**config.mk**
```make
export PLATFORM = sky130hd
export DESIGN_NAME = fadd_sched_flat
export DESIGN_NICKNAME = d
export VERILOG_FILES = /design/src/rtl/fadd_pkg.sv /design/src/rtl/fadd_sched_if.sv /design/src/rtl/f_adder.sv /design/src/rtl/fadd_sched_rr_arbiter.sv /design/src/rtl/fadd_sched.sv /design/src/flat_wrapper.sv
export SDC_FILE = /design/constraint.sdc
export NUM_CORES = 1
export LEC_CHECK = 0
export ABC_CLOCK_PERIOD_IN_PS = 34100
export CORE_MARGIN = 8
export CORE_UTILIZATION = 40
export DETAILED_ROUTE_END_ITERATION = 8
export HOLD_SLACK_MARGIN = 0.15
export SLEW_MARGIN = 20
export SYNTH_ARGS = -nofsm -noshare
export SYNTH_HDL_FRONTEND = slang
export SYNTH_SLANG_ARGS = --single-unit
```
**constraint.sdc**
```tcl
create_clock -name clk -period 34.1 [get_ports clk]
set_input_delay 6.82 -clock clk [delete_from_list [all_inputs] [get_ports clk]]
set_output_delay 6.82 -clock clk [all_outputs]
set_load 0.01 [all_outputs]
```
**src/rtl/fadd_pkg.sv**
```systemverilog
// rtl/fadd_pkg.sv - shared types, widths and helpers for the fadd_sched slice
package fadd_pkg;

    localparam int FP16_W = 16;

    typedef enum logic [1:0] {
        IDLE = 2'd0,
        EXEC = 2'd1,
        RESP = 2'd2
    } state_t;

    // Index width for n requesters, never narrower than one bit
    function automatic int id_width(input int n);
        for (int w = 1; w < 32; w++) begin
            if ((1 << w) >= n) return w;
        end
        return 32;
    endfunction

endpackage

```
**src/rtl/fadd_sched_if.sv**
```systemverilog
// rtl/fadd_sched_if.sv - requester and response bundle between clients and fadd_sched
interface fadd_sched_if #(
    parameter int NREQ = 4,
    parameter int IDW  = 2
);
    logic [NREQ-1:0]    req_valid;
    logic [NREQ-1:0]    req_ready;
    logic [NREQ*16-1:0] req_a;
    logic [NREQ*16-1:0] req_b;
    logic               rsp_valid;
    logic               rsp_ready;
    logic [15:0]        rsp_data;
    logic [IDW-1:0]     rsp_id;

    modport master (
        output req_valid, req_a, req_b, rsp_ready,
        input  req_ready, rsp_valid, rsp_data, rsp_id
    );

    modport slave (
        input  req_valid, req_a, req_b, rsp_ready,
        output req_ready, rsp_valid, rsp_data, rsp_id
    );
endinterface

```
**src/rtl/f_adder.sv**
```systemverilog
// rtl/f_adder.sv - combinational FP16 adder, truncating, no special-value handling
module f_adder (
    input  logic [15:0] a,
    input  logic [15:0] b,
    output logic [15:0] y
);
    logic [15:0] x, z;
    logic [4:0]  ex, ez, d;
    logic [5:0]  e;
    logic [14:0] mx, mz, s;

    // Align the smaller magnitude to the larger, add or subtract, renormalise
    always_comb begin
        if (a[14:0] >= b[14:0]) begin
            x = a;
            z = b;
        end else begin
            x = b;
            z = a;
        end
        ex = (x[14:10] == 5'd0) ? 5'd1 : x[14:10];
        ez = (z[14:10] == 5'd0) ? 5'd1 : z[14:10];
        mx = {1'b0, x[14:10] != 5'd0, x[9:0], 3'b000};
        mz = {1'b0, z[14:10] != 5'd0, z[9:0], 3'b000};
        d  = ex - ez;
        mz = (d > 5'd14) ? 15'd0 : (mz >> d);
        e  = {1'b0, ex};
        if (x[15] == z[15]) s = mx + mz;
        else                s = mx - mz;
        if (s[14]) begin
            s = s >> 1;
            e = e + 6'd1;
        end
        for (int i = 0; i < 13; i++) begin
            if (!s[13] && (e > 6'd1) && (s != 15'd0)) begin
                s = s << 1;
                e = e - 6'd1;
            end
        end
        if (s == 15'd0)       y = 16'h0000;
        else if (e >= 6'd31)  y = {x[15], 5'h1F, 10'h000};
        else if (!s[13])      y = {x[15], 5'd0, s[12:3]};
        else                  y = {x[15], e[4:0], s[12:3]};
    end
endmodule

```
**src/rtl/fadd_sched_rr_arbiter.sv**
```systemverilog
// rtl/fadd_sched_rr_arbiter.sv - combinational round-robin grant starting at ptr
module rr_arbiter #(
    parameter int NREQ = 4,
    parameter int IDW  = 2
) (
    input  logic [NREQ-1:0] valid,
    input  logic [IDW-1:0]  ptr,
    input  logic            en,
    output logic [NREQ-1:0] grant,
    output logic [IDW-1:0]  idx
);
    logic           found;
    logic [IDW-1:0] j;

    // First valid index scanning ptr, ptr+1, ... modulo NREQ
    always_comb begin
        grant = '0;
        idx   = '0;
        found = 1'b0;
        j     = '0;
        for (int k = 0; k < NREQ; k++) begin
            j = IDW'((int'(ptr) + k) % NREQ);
            if (en && !found && valid[j]) begin
                found    = 1'b1;
                grant[j] = 1'b1;
                idx      = j;
            end
        end
    end
endmodule

```
**src/rtl/fadd_sched.sv**
```systemverilog
// rtl/fadd_sched.sv - round-robin scheduler over one shared f_adder; FADD_SCHED_STATS_EN adds op_count
module fadd_sched
    import fadd_pkg::*;
#(
    parameter int NREQ = 4,
    parameter int IDW  = id_width(NREQ)
) (
    input  logic        clk,
    input  logic        rst,
`ifdef FADD_SCHED_STATS_EN
    output logic [15:0] op_count,
`endif
    fadd_sched_if.slave bus
);
    state_t              state;
    logic [IDW-1:0]      ptr, id_q, gidx, rsp_id_q;
    logic [FP16_W-1:0]   opa, opb, sum, rsp_data_q;
    logic                rsp_valid_q;
    logic [NREQ-1:0]     grant;
    logic                arb_en;

    // Grants are only offered while idle and out of reset
    assign arb_en = (state == IDLE) && !rst;

    rr_arbiter #(.NREQ(NREQ), .IDW(IDW)) u_arb (
        .valid (bus.req_valid),
        .ptr   (ptr),
        .en    (arb_en),
        .grant (grant),
        .idx   (gidx)
    );

    f_adder u_add (
        .a (opa),
        .b (opb),
        .y (sum)
    );

    assign bus.req_ready = grant;
    assign bus.rsp_valid = rsp_valid_q;
    assign bus.rsp_data  = rsp_data_q;
    assign bus.rsp_id    = rsp_id_q;

    // Accept -> add -> hold result until the consumer takes it
    always_ff @(posedge clk) begin
        if (rst) begin
            state       <= IDLE;
            ptr         <= '0;
            id_q        <= '0;
            opa         <= '0;
            opb         <= '0;
            rsp_valid_q <= 1'b0;
            rsp_data_q  <= '0;
            rsp_id_q    <= '0;
        end else begin
            case (state)
                IDLE: begin
                    if (|grant) begin
                        opa   <= bus.req_a[FP16_W*gidx +: FP16_W];
                        opb   <= bus.req_b[FP16_W*gidx +: FP16_W];
                        id_q  <= gidx;
                        ptr   <= (gidx == IDW'(NREQ-1)) ? '0 : gidx + 1'b1;
                        state <= EXEC;
                    end
                end
                EXEC: begin
                    rsp_data_q  <= sum;
                    rsp_id_q    <= id_q;
                    rsp_valid_q <= 1'b1;
                    state       <= RESP;
                end
                RESP: begin
                    if (bus.rsp_ready) begin
                        rsp_valid_q <= 1'b0;
                        state       <= IDLE;
                    end
                end
                default: state <= IDLE;
            endcase
        end
    end

`ifdef FADD_SCHED_STATS_EN
    logic [15:0] op_cnt_q;

    // Completed-response counter, wraps naturally at 16 bits
    always_ff @(posedge clk) begin
        if (rst)                                op_cnt_q <= '0;
        else if (rsp_valid_q && bus.rsp_ready)  op_cnt_q <= op_cnt_q + 16'd1;
    end

    assign op_count = op_cnt_q;
`endif
endmodule

```
**src/flat_wrapper.sv**
```systemverilog
// flat-port wrapper written by rule: the top's interface ports become plain ports
module fadd_sched_flat import fadd_pkg::*;
#(
    parameter int NREQ = 4,
    parameter int IDW  = id_width(NREQ)
)
  (clk, rst, bus_req_valid, bus_req_a, bus_req_b, bus_rsp_ready, bus_req_ready, bus_rsp_valid, bus_rsp_data, bus_rsp_id);
  fadd_sched_if #(.NREQ(NREQ), .IDW(IDW)) bus_i ();
  input  logic clk;
  input  logic rst;
  input wire logic [$bits(bus_i.req_valid)-1:0] bus_req_valid;
  input wire logic [$bits(bus_i.req_a)-1:0] bus_req_a;
  input wire logic [$bits(bus_i.req_b)-1:0] bus_req_b;
  input wire logic [$bits(bus_i.rsp_ready)-1:0] bus_rsp_ready;
  output wire logic [$bits(bus_i.req_ready)-1:0] bus_req_ready;
  output wire logic [$bits(bus_i.rsp_valid)-1:0] bus_rsp_valid;
  output wire logic [$bits(bus_i.rsp_data)-1:0] bus_rsp_data;
  output wire logic [$bits(bus_i.rsp_id)-1:0] bus_rsp_id;
  assign bus_i.req_valid = bus_req_valid;
  assign bus_i.req_a = bus_req_a;
  assign bus_i.req_b = bus_req_b;
  assign bus_i.rsp_ready = bus_rsp_ready;
  assign bus_req_ready = bus_i.req_ready;
  assign bus_rsp_valid = bus_i.rsp_valid;
  assign bus_rsp_data = bus_i.rsp_data;
  assign bus_rsp_id = bus_i.rsp_id;
  fadd_sched #(.NREQ(NREQ), .IDW(IDW)) u_core (.clk(clk), .rst(rst), .bus(bus_i));
endmodule
```
==> results of run 1 <==
metal layers:
metal | track usage | share of wire
met1 | 0.2881 | 0.46
met2 | 0.3648 | 0.45
met3 | 0.04028 | 0.070
met5 | 0 | 0
met4 | 0.06437 | 0.022
final cells by class:
class / instances / area, µm² / area share
multi-input cells: 1876 / 12790 / 0.7604
repair buffers: 177 / 1722 / 0.1024
flip-flops and latches: 57 / 1141 / 0.06784
well taps: 468 / 585.6 / 0.03481
inverters: 74 / 277.8 / 0.01651
clock buffers: 9 / 225.2 / 0.01339
clock inverters: 7 / 78.83 / 0.004686
cell usage in the layout, fill, tap and decap left out, types with 19 or more instances in the layout:
master	n
dfxtp_1	57
mux2_2	37
a21oi_1	163
a211oi_1	56
and2_1	47
nand2b_1	25
nor2_1	243
o21ai_0	100
o21ai_1	28
nand2_1	271
nand3_1	56
mux2i_1	109
xnor2_1	49
nor3_1	58
o211ai_1	21
a21o_1	23
a311oi_1	39
ha_1	75
clkdlybuf4s50_1	157
inv_1	71
and3_1	25
buf_4	20
a31oi_1	28
or3_1	19
worst min-delay path: cells and delay by family (launching register included):
kind | cells | cell delay [ps]
flip-flops | 1 | 310
AND/OR/NAND/NOR | 1 | 50
AO/OA/AOI/OAI | 1 | 50
cells by family (layout without fill, tap and decap cells):
group,Yosys count,count (layout),share of synthesized area
xor gates and xnor gates,77,77,0.05334
DFF,57,57,0.07697
and+or+nand+nor,882,882,0.2918
adders and majority gates,77,77,0.06600
AOI/OAI and AO/OA,675,675,0.3227
buffers and inverters,200,267,0.06381
muxes,165,165,0.1254
state kept, by name (all words and copies together) (netlist names), named ones only:
signal / flops
u_core.bus.rsp_data: 16
u_core.bus.rsp_id: 2
u_core.bus.rsp_valid: 1
u_core.id_q: 2
u_core.opa: 16
u_core.opb: 16
u_core.ptr: 1
u_core.state: 2
worst paths after layout:
kind | startpoint | end | slack (ps)
max reg2reg | u_core.opa[0]$_SDFFE_PP0P_ | u_core.bus.rsp_data[12]$_SDFFE_PP0P_ | 2730
min reg2reg | u_core.bus.rsp_data[2]$_SDFFE_PP0P_ | u_core.bus.rsp_data[2]$_SDFFE_PP0P_ | 450
min | u_core.bus.rsp_data[2]$_SDFFE_PP0P_ | u_core.bus.rsp_data[2]$_SDFFE_PP0P_ | 450
max | u_core.opa[0]$_SDFFE_PP0P_ | u_core.bus.rsp_data[12]$_SDFFE_PP0P_ | 2730
metrics by stage:
stage | area [µm²] | utilization | instances | hold slack (ps) | setup WS [ps]
after detailed placement | 16520 | 0.4522 | 2652 | 448.2 | 3368
after global routing | 16820 | 0.4606 | 2668 | 482.1 | 149.6
after floorplan | 14820 | - | 2133 | 454.1 | 5200
after CTS | 16820 | 0.4605 | 2668 | 459.0 | 3248
after global placement | 16520 | 0.4522 | 2652 | 439.0 | 4411
final | 16820 | 0.4606 | 2668 | 451.5 | 2734
==> flow_metrics.tcl, run 1 <==
set metrics [dict create \
    status "completed" \
    path_common_cell "ha_1" \
    syn-num-nets 2345 \
    grt_pass1_vias 15620 \
    slew_headroom 0.2989 \
    die_h_um 208.5 \
    cts_buffer_depth 2 \
    synth_seq_cells 57 \
    diodes 0 \
    cts_num_sinks 57 \
    post-synth-top-count-cell "nand2_1" \
    setup_violations 0 \
    drt_first_pass_iters 5 \
    yosys_warnings 0 \
    reg2reg_depth 115 \
    grtUsageTotal 0.2204 \
    place.gp.congestion 0.9150 \
    antenna_found_initial 0 \
    cp_top_family "compound AO/OA/AOI/OAI gates" \
    finalCriticalPeriod_ps 31370 \
    synth_area_mm2 0.01482 \
    path_buf_inv 12 \
    synth-async-reset-ratio 0 \
    drc 0 \
    crit_slowest_cell "xor2_2" \
    synthCells 2133 \
    start_util 0.4059 \
    synth_top_flop_cell "dfxtp_1" \
    arrival_ps 31630 \
    finalWirelength_um 50680 \
    holdBufCountCts 0 \
    root_buffer "clkbuf_16" \
    drtAntennaViolNets 0 \
    yosysTopAreaCell "dfxtp_1" \
    drv_slew 0 \
    critPathKind "flop to flop" \
    fin_crit_sh 0.9198 \
    setup_tns_ps 0 \
    grt_pass1_wl_um 81660 \
    nFillCells 3723 \
    boundaryPins 158 \
    chipWidth_um 208.5 \
    dp_hpwl_um 40800 \
    core_area_mm2 0.03652 \
    wire_per_inst_um 19.00 \
    drive_above_1_share 0.09045 \
    start_kind "flop" \
    avgSynthCellArea_um2 6.950 \
    grt_max_degree 66 \
    vias 16430 \
    worstSetupEndpointType "flop" \
    avgViaCountPerCell 6.159 \
    yosysUniqueCellTypes 138 \
    rows 70 \
    cts_inserted_buffers 9 \
    cpPeakStageDelay_ps 790 \
    postCtsSetupBuffers 0 \
    htreeDepth 3 \
    postCtsResizedCells 0 \
    worst-slew-pin-transition_ps 1039 \
    critical_path_cell_count 115 \
    layout.nets 2407 \
    yosysSeqAreaShare 0.07698 \
    gr-total-overflow 0 \
    drt_iter0_drc 1292 \
    synthDominantCellAreaShare 0.07698 \
    finClkSkew_ps 14.21 \
    ys_top_cells_by_count "271 x nand2_1, 243 x nor2_1, 163 x a21oi_1" \
    fmax_mhz 31.88 \
    maxCapViolCount 0 \
    worst_skew_pair.late_latency_ps 340 \
    cp_max_fo 44 \
    die_area_mm2 0.04348 \
    cp.required_ps 34370 \
    syn_to_final_growth_pct 13.47 \
    synthTopCellsByArea "dfxtp_1 7.7%, mux2i_1 7.4%, nand2_1 6.9%, ha_1 6.3%, nor2_1 6.2%" \
    io_buffers 157 \
    rsz0062_at_grt "false" \
    synth-edff-count 0 \
    min_path_type "flop to flop" \
    cts_tree "built" \
    hold_depth 2 \
    clk_pin_slew_ps 50 \
    hold_viol_final 0 \
]
Power of run 1 is not shown: default switching activity piles up to over one toggle a cycle in this logic, so the estimate is an artifact.
==> run 2, diff against run 1 <==
Settings changed: CELL_PAD_IN_SITES_DETAIL_PLACEMENT set to 1, CELL_PAD_IN_SITES_GLOBAL_PLACEMENT set to 2, CORE_UTILIZATION 40 to 34, GPL_TIMING_DRIVEN set to 0, PLACE_DENSITY_LB_ADDON set to 0.1.
==> run 2 against run 1 <==
Effect of this change: core utilization down 5.1 points; worst setup slack worse by 540 ps; maximum frequency down 1.7%; hold slack worse by 7.2 ps; routed wire length up 20%.
==> flow_metrics.tcl, run 2 (same netlist as run 1, synthesis figures left out) <==
set metrics [dict create \
    met2_usage 0.3986 \
    setup_violations 0 \
    drt_first_pass_iters 5 \
    grt_pass1_wl_um 98340 \
    syn_to_final_growth_pct 19.07 \
    vias 17030 \
    fin_crit_sh 0.9356 \
    drc 0 \
    stdcell_area_mm2 0.01765 \
    nFillCells 5428 \
    cts_num_sinks 57 \
    diodes 0 \
    finalWirelength_um 61070 \
    antenna_found_initial 0 \
    arrival_ps 32110 \
    cpPeakStageDelay_ps 620 \
    cts_inserted_buffers 9 \
    cts_buffer_depth 2 \
    cts_tree "built" \
    gr-total-overflow 0 \
    cp-startpoint "u_core.opb[6]$_SDFFE_PP0P_" \
    start_util 0.3441 \
    grtUsageMet3 0.03413 \
    place.gp.congestion 0.9306 \
    status "completed" \
    htreeDepth 3 \
    maxCapViolCount 0 \
    die_area_mm2 0.05054 \
    dp_hpwl_um 51150 \
    grt_pass1_vias 17620 \
    start_kind "flop" \
    setup_tns_ps 0 \
    drt_iter0_drc 1014 \
    post-route-util 0.4098 \
    finalCriticalPeriod_ps 31900 \
    grtUsageTotal 0.2351 \
    hold_viol_final 0 \
    boundaryPins 158 \
    cp.required_ps 34310 \
    fmax_mhz 31.35 \
    cp_max_fo 17 \
    worst-slew-pin-transition_ps 930.8 \
    drtAntennaViolNets 0 \
    die_h_um 224.8 \
    placed_area_mm2 0.01712 \
    grt_max_degree 20 \
    finClkSkew_ps 7.946 \
    min_path_type "flop to flop" \
    critPathKind "flop to flop" \
    rows 76 \
    worst_skew_pair.late_latency_ps 320 \
    final_common_cell "nand2_1" \
    worstSetupEndpointType "flop" \
    crit_slowest_cell "fa_1" \
    drive_above_1_share 0.1152 \
    use_met1 0.3175 \
    wire_per_inst_um 21.10 \
    most-common-layout-cells "270 x nand2_1, 241 x nor2_1, 162 x a21oi_1" \
    grt_most_used_layer "met2" \
    avgViaCountPerCell 5.885 \
    layout.nets 2517 \
    drv_slew 0 \
    root_buffer "clkbuf_16" \
    hold_start "u_core.bus.rsp_data[5]$_SDFFE_PP0P_" \
    io_buffers 156 \
    r2r_start "u_core.opb[6]$_SDFFE_PP0P_" \
    core_area_mm2 0.04308 \
    slew_headroom 0.3713 \
    clk_pin_slew_ps 50 \
    multi_input_area_mm2 0.01288 \
    regArea_mm2 0.001142 \
    chipWidth_um 224.8 \
]
==> run 2: repair_timing <==
action	in CTS	in global routing
gates resized for setup	22	35
hold buffers	0	0
endpoints found under the setup margin	16	16
pin swaps	2	4
buffers inserted	3	7
==> run 2: layout make-up <==
class                      instances  area share
timing repair buffer             166     0.09272
inverter                          74     0.01574
buffer                           121     0.03856
sequential                        57     0.06472
clock buffer                      12     0.01453
tap                              585     0.04147
clock inverter                     3    0.002268
multi-input combinational       1876      0.7300
==> run 2: path summary, 6_finish.rpt <==
kind,depth (start not counted),end,slack (ps)
worst min register to register,2,u_core.bus.rsp_data[5]$_SDFFE_PP0P_,440
worst max-delay path,134,u_core.bus.rsp_data[4]$_SDFFE_PP0P_,2200
worst min-delay path,2,u_core.bus.rsp_data[5]$_SDFFE_PP0P_,440
worst max register to register,134,u_core.bus.rsp_data[4]$_SDFFE_PP0P_,2200
==> run 2: critical path: cells and delay by family (launching register included) <==
kind	cells	cell delay [ps]
adder cells (fa/ha/maj)	17	5260
flip-flops	1	430
AO/OA/AOI/OAI	36	8420
AND/OR/NAND/NOR	36	5790
multiplexers	7	2830
buffers and inverters	34	7920
XOR/XNOR	4	1040
==> run 2: stage by stage <==
step                      worst slack (ps)  hold WS [ps]  cells
after CTS                            20.89         449.9   2890
after detailed placement             -3041         441.4   2874
final                                 2197         444.3   2894
after floorplan                       5200         454.1   2133
after global placement               -2629         433.8   2874
after global routing                -6.452         482.8   2894
==> run 2: metal layers <==
layer	vias up	wire length, µm
li1	8285	-
met1	8365	29180
met2	327	28370
met3	53	2764
met4	0	748
met5	-	0
Power of run 2 is left out for the same reason.
